<file path="config.mk">
export PLATFORM = sky130hd
export DESIGN_NAME = f1_start_seq
export DESIGN_NICKNAME = d
export VERILOG_FILES = /design/src/rtl/f1_pkg.sv /design/src/rtl/f1_start_seq_lfsr16.sv /design/src/rtl/f1_start_seq.sv
export SDC_FILE = /design/constraint.sdc
export NUM_CORES = 1
export LEC_CHECK = 0
export ABC_CLOCK_PERIOD_IN_PS = 4120
export BUFFER_PORTS_ARGS = -buffer_cell sky130_fd_sc_hd__buf_2
export CAP_MARGIN = 5
export CORE_MARGIN = 5
export CORE_UTILIZATION = 60
export DETAILED_ROUTE_END_ITERATION = 8
export PLACE_DENSITY_LB_ADDON = 0.08
export SETUP_SLACK_MARGIN = 0.02
export SLEW_MARGIN = 20
export SYNTH_ARGS = -nofsm -noshare
export SYNTH_HDL_FRONTEND = slang
export SYNTH_SLANG_ARGS = --single-unit
</file>
<file path="constraint.sdc">
create_clock -name clk -period 4.12 [get_ports clk]
set_input_delay 0.412 -clock clk [delete_from_list [all_inputs] [get_ports clk]]
set_output_delay 0.412 -clock clk [all_outputs]
set_load 0.01 [all_outputs]
</file>
<file path="src/rtl/f1_pkg.sv">
// Shared types and constants for the F1 start-light sequencer.
package f1_pkg;

  typedef enum logic [1:0] {
    IDLE = 2'd0,
    FILL = 2'd1,
    HOLD = 2'd2
  } f1_state_t;

  // Right-shifting Fibonacci form: taps 16,14,13,11 land on bits 0,2,3,5.
  localparam logic [15:0] LFSR_TAPS    = 16'h002D;
  localparam logic [15:0] DEFAULT_SEED = 16'hACE1;

endpackage

</file>
<file path="src/rtl/f1_start_seq_lfsr16.sv">
// Free-running 16-bit Fibonacci LFSR; advances every clock, reloads seed on reset.
module lfsr16
  import f1_pkg::*;
(
  input  logic        clk,
  input  logic        rst,
  input  logic [15:0] seed,
  output logic [15:0] q
);

  logic fb;

  assign fb = ^(q & LFSR_TAPS);

  always_ff @(posedge clk) begin
    if (rst) begin
      q <= seed;
    end else begin
      q <= {fb, q[15:1]};
    end
  end

endmodule

</file>
<file path="src/rtl/f1_start_seq.sv">
// F1 start-light sequencer: fill one light per tick, hold a pseudo-random time,
// then drop all lights with a one-cycle go pulse.
module f1_start_seq
  import f1_pkg::*;
#(
  parameter int          N_LIGHTS = 8,
  parameter int          DLY_W    = 4,
  parameter int          MIN_HOLD = 2,
  parameter logic [15:0] SEED     = DEFAULT_SEED
) (
  input  logic                clk,
  input  logic                rst,
  input  logic                en,
  input  logic                trigger,
  input  logic                mode,
  output logic [N_LIGHTS-1:0] data_out,
  output logic                busy,
  output logic                go
);

  localparam int                  HW        = DLY_W + 1;
  localparam logic [N_LIGHTS-1:0] ALL_ON    = '1;
  localparam logic [N_LIGHTS-1:0] LAST_STEP = ALL_ON >> 1;

  f1_state_t           state, state_nx;
  logic [N_LIGHTS-1:0] data_nx;
  logic [HW-1:0]       hold_cnt, hold_nx, hold_load;
  logic                go_nx;
  logic [15:0]         lfsr_q;

  lfsr16 u_lfsr (
    .clk  (clk),
    .rst  (rst),
    .seed (SEED),
    .q    (lfsr_q)
  );

  // Sampled from the current (pre-step) LFSR value on the filling edge.
  assign hold_load = HW'(lfsr_q[DLY_W-1:0]) + HW'(MIN_HOLD);

  assign busy = (state != IDLE);

  always_comb begin
    state_nx = state;
    data_nx  = data_out;
    hold_nx  = hold_cnt;
    go_nx    = 1'b0;
    case (state)
      IDLE: begin
        data_nx = '0;
        if (trigger) begin
          state_nx = FILL;
        end
      end
      FILL: begin
        if (en) begin
          if (data_out == LAST_STEP) begin
            data_nx  = ALL_ON;
            hold_nx  = hold_load;
            state_nx = HOLD;
          end else begin
            data_nx = {data_out[N_LIGHTS-2:0], 1'b1};
          end
        end
      end
      HOLD: begin
        data_nx = ALL_ON;
        if (en) begin
          if (hold_cnt == HW'(1)) begin
            data_nx  = '0;
            go_nx    = 1'b1;
            state_nx = mode ? FILL : IDLE;
          end else begin
            hold_nx = hold_cnt - HW'(1);
          end
        end
      end
      default: begin
        state_nx = IDLE;
        data_nx  = '0;
      end
    endcase
  end

  always_ff @(posedge clk) begin
    if (rst) begin
      state    <= IDLE;
      data_out <= '0;
      hold_cnt <= '0;
      go       <= 1'b0;
    end else begin
      state    <= state_nx;
      data_out <= data_nx;
      hold_cnt <= hold_nx;
      go       <= go_nx;
    end
  end

endmodule
</file>
; Yosys cells after proc, flatten, opt, wreduce, memory -nomap -nowiden
; Cells that the tools add are included.
[word_totals]
inputBits = 5
register_bits = 32
elab_cells = 44
[op_classes]
eq_ne = 10
bitwise = 2
addsub = 2
n_mux = 18
reduce_logical = 7
[op_table]
columns = op, count
row1 = $mux 8, 4
row2 = $mux 5, 4
row3 = $pmux 8 s2, 1
row4 = $reduce_xor 16->1, 1
row5 = $ne 2x2->1 const B, 6
row6 = $mux 2, 5
row7 = $pmux 5 s2, 1
row8 = $reduce_and 5->1, 2
row9 = $eq 8x7->1 const B, 1
row10 = $pmux 2 s3, 1
row11 = $add 4x2->5 const B, 1
row12 = $eq 5x1->1 const B, 1
row13 = $sub 5x1->5 const B, 1
row14 = $reduce_bool 2->1, 2
row15 = $reduce_or 3->1, 1
row16 = $eq 2x1->1 const B, 1
row17 = $eq 2x2->1 const B, 1
row18 = $logic_not 2->1, 1
row19 = $mux 1, 2
row20 = $not 1->1, 2

; Depth between registers and ports, before layout
[depth]
depth_word = 4
depth_mapped = 8
ltp_nobuf = 7

; Hierarchy
; A second synthesis with hierarchy kept.
[unflattened]
cells_unflattened = 153
area_unflattened_um2 = 1536.5
[by_module_without_submodules]
columns = module, n_inst, cells_each, area_each_um2
row1 = f1_start_seq, 1, 115, 950.9
row2 = lfsr16, 1, 38, 585.6

; Least setup slack after synthesis
; No wires, ideal clock.
[synth_path]
path_kind = register to register
start = register hold_cnt[0]
end = register state[0]
required_time_ns = 4.053
stages_incl_launch_ff = 6
n_path_buf = 0
path_slack_ns = 2.198
arrival_ns = 1.854
synth_period_minus_slack_ns = 1.922
cell_sequence = dfxtp_1 ha_1 or4b_4 a221o_1 or3_1 a21oi_2
[synth_via]
elab_chain_cells = 3
[synth_rtl]
columns = element, line_no
row1 = "start, declared", f1_start_seq.sv:27  ; logic [HW-1:0] hold_cnt, hold_nx, hold_load;
row2 = "start signal, assigned", f1_start_seq.sv:94  ; hold_cnt <= hold_nx;
row3 = $eq 5x1->1, f1_start_seq.sv:69  ; if (hold_cnt == HW'(1)) begin
row4 = $ne 2x2->1 (no line), -
row5 = $reduce_and 5->1 (no line), -
row6 = "end signal, assigned", f1_start_seq.sv:92  ; state <= state_nx;
row7 = "end, declared", f1_start_seq.sv:25  ; f1_state_t state, state_nx;
; No other way between the ends.
; A chain may end at the register's enable or synchronous reset.

; Worst setup path in the final report
[layout_path]
start = register state[0]
end = register hold_cnt[2]
[layout_via]
elab_chain_cells = 3
elab_cells_between_ends = 9
[layout_rtl]
columns = element, line_no
row1 = $eq 2x2->1 or $eq 2x1->1 (tied branches), f1_start_seq.sv:48  ; case (state)
row2 = $ne 2x2->1 (no line) or $reduce_bool 2->1 (tied branches), -
row3 = $reduce_and 5->1 (no line), -
; Several ways; a longest one is shown, not always the timed one.

==> impl_metrics.ini <==
[detailed_routing]
routedWlPerCell_um = 12.1
vias_per_cell = 5.24
wirelength_um = 2260
initialDrtViolationCount = 30
ant_nets = 0
drtPass1Iterations = 4
route.vias.total = 974
drc = 0

[die]
num_rows = 17
io_pins = 15
fp.dieW_um = 57.1
core-area_um2 = 2170
initial_core_util_pct = 61.4
dieArea_um2 = 3260
die_y_um = 57.1

[cts]
postCtsHoldBufs = 0
cts-root-buf = clkbuf_4
cts_tree = built
cts.sinks = 32
clk_path_buf_depth = 2
h-tree-depth = 2
insertion_delay_ns = 0.33
clk_pin_slew_ns = 0.10
postCtsSetupRepairBufs = 0
numCtsBuffers = 5
cts_resized = 0

[synthesis]
syn_area_um2 = 1330
ys_warn_count = 0
synth.area.top_cells = dfxtp_1 (48%), ha_1 (7.5%), nor2b_1 (4.7%), a21oi_1 (4.5%), mux2i_1 (3.8%)
mappedNetlistNets = 154
synth-edff-count = 0
synth-seq-area-share_pct = 48.1
syn_area_per_cell_um2 = 9.45
synth_cell_types = 32
syn-instance-count = 141
synth_largest_area_cell = dfxtp_1
synth_seq_cells = 32
synth_top_area_share_pct = 48.1
synthArstFlopShare_pct = 0
ys.flop_type = dfxtp_1

[sta]
fin_worst_skew_ns = 0.0101
hold_viol = 0
maxSlewHeadroom_pct = 57.4
setup_viol = 0
min_period_ns = 2.16
hold_slack_ns = 0.403
finalCritPeriodShare_pct = 52.3
finalSetupTns_ns = 0
fmax_mhz = 464
grt_setup_unrepaired = no
slew_viol_final = 0
worst_pin_slew_ns = 0.639

[min_path]
hold_class = register to register
hp-start = u_lfsr.q[6]$_SDFF_PP1_

[placed_design]
io_buffers = 14
dpl.hpwl_um = 1570
place_congestion = 0.738

[global_routing]
track_usage_pct = 16.6
grt_pass1_wl_um = 4200
antenna_found_initial = 0
grt_pass1_vias = 974
grt_max_degree = 33
grt-ovfl-total = 0

[power_and_ir_drop]
ir_drop_uv = 386
p_leak_nw = 0.600
power_density_nw_per_um2 = 497

[final_layout]
diodes = 0
final_util_pct = 68.3
drive_gt1_share_pct = 19.6
final_cell_mix = dfxtp_1 (32), buf_2 (14), a21oi_1 (12)
area.growth.synth_to_final_pct = 11.2
fill_cells = 194
final_common_cell = dfxtp_1
layout.nets = 170

[critical_path]
path_class = register to register
worstPathArrival_ns = 2.39
cp_slowest_cell = o32ai_2
critPathLaunch = state[0]$_SDFFE_PP0P_
crit_chain = inv_1 -> ha_1 -> nand2_1 -> o32ai_2 -> o21ai_0 -> a32o_1
critical-path-top-delay-family = compound AO/OA/AOI/OAI gates
worst-path-buf-inv = 1
startpoint_type = register
slowest_delay_ns = 0.56
critPathMaxFanout = 14
rr_startpoint = state[0]$_SDFFE_PP0P_
crit_required_ns = 4.35
end_kind = register

[flow_run]
cap_violations = 0

[status]
status = finished clean
state kept, by name (all words and copies together), names as in the netlist:
register and flops:
u_lfsr.q 16, data_out 8, hold_cnt 5, state 2, go 1
cells by family (layout without fill, tap and decap cells):
group	after synthesis	count (layout)	share of synthesized area (%)
buf+inv	14	31	3.94
compound gates	31	31	14.6
flops	32	32	48.1
simple gates	47	47	19.5
mux	5	5	3.76
xor+xnor	4	4	2.63
fa+ha+maj	8	8	7.51
routing by layer:
layer | global-route usage (%) | vias to the layer above | wire (um)
met2 | 24.8 | 20 | 1020
met3 | 8.60 | 2 | 118
li1 | - | 507 | -
met5 | 0 | - | 0
met1 | 20.9 | 445 | 1090
met4 | 4.64 | 0 | 23
worst paths after layout:
path,to,slack [ns],cells past startpoint
max,hold_cnt[2]$_SDFFE_PP0P_,1.96,6
max reg2reg,hold_cnt[2]$_SDFFE_PP0P_,1.96,6
min,u_lfsr.q[5]$_SDFF_PP1_,0.40,1
min reg2reg,u_lfsr.q[5]$_SDFF_PP1_,0.40,1
power by group:
group          switching, mW  internal [mW]  total, mW
logic                  0.112         0.0865      0.198
clock network          0.104         0.0835      0.188
registers             0.0171          0.334      0.351
final cells by class:
class / count / area [um^2] / area share [%]
repair buffers: 14 / 70.1 / 4.73
well taps: 28 / 35.0 / 2.36
multi-input cells: 95 / 639 / 43.2
inverters: 9 / 33.8 / 2.28
clock inverters: 1 / 7.51 / 0.507
clock buffers: 7 / 55.1 / 3.72
flip-flops and latches: 32 / 641 / 43.2
cells in the mapped netlist, types with 2 or more instances:
library cell,instances
nand2_1,11
nor2_1,6
mux2i_1,5
nor2b_1,10
xor2_1,2
a21oi_1,12
dfxtp_1,32
nand3b_1,2
o21a_1,2
clkbuf_1,5
inv_1,9
ha_1,8
or2_2,7
nand3_1,3
xnor2_1,2
o21ai_0,9
per-stage QoR:
| stage | cell area (um^2) | worst slack, ns | total power, mW | cells |
|---|---|---|---|---|
| 2_1_floorplan | 1330 | 2.20 | 0.513 | 141 |
| 3_3_place_gp | 1420 | 2.08 | 0.548 | 178 |
| 3_5_place_dp | 1420 | 1.98 | 0.555 | 178 |
| 4_1_cts | 1480 | 1.96 | 0.744 | 186 |
| 5_1_grt | 1480 | 1.71 | 0.797 | 186 |
| 6_report | 1480 | 1.96 | 0.737 | 186 |
Power figures use the tool's default switching activity.
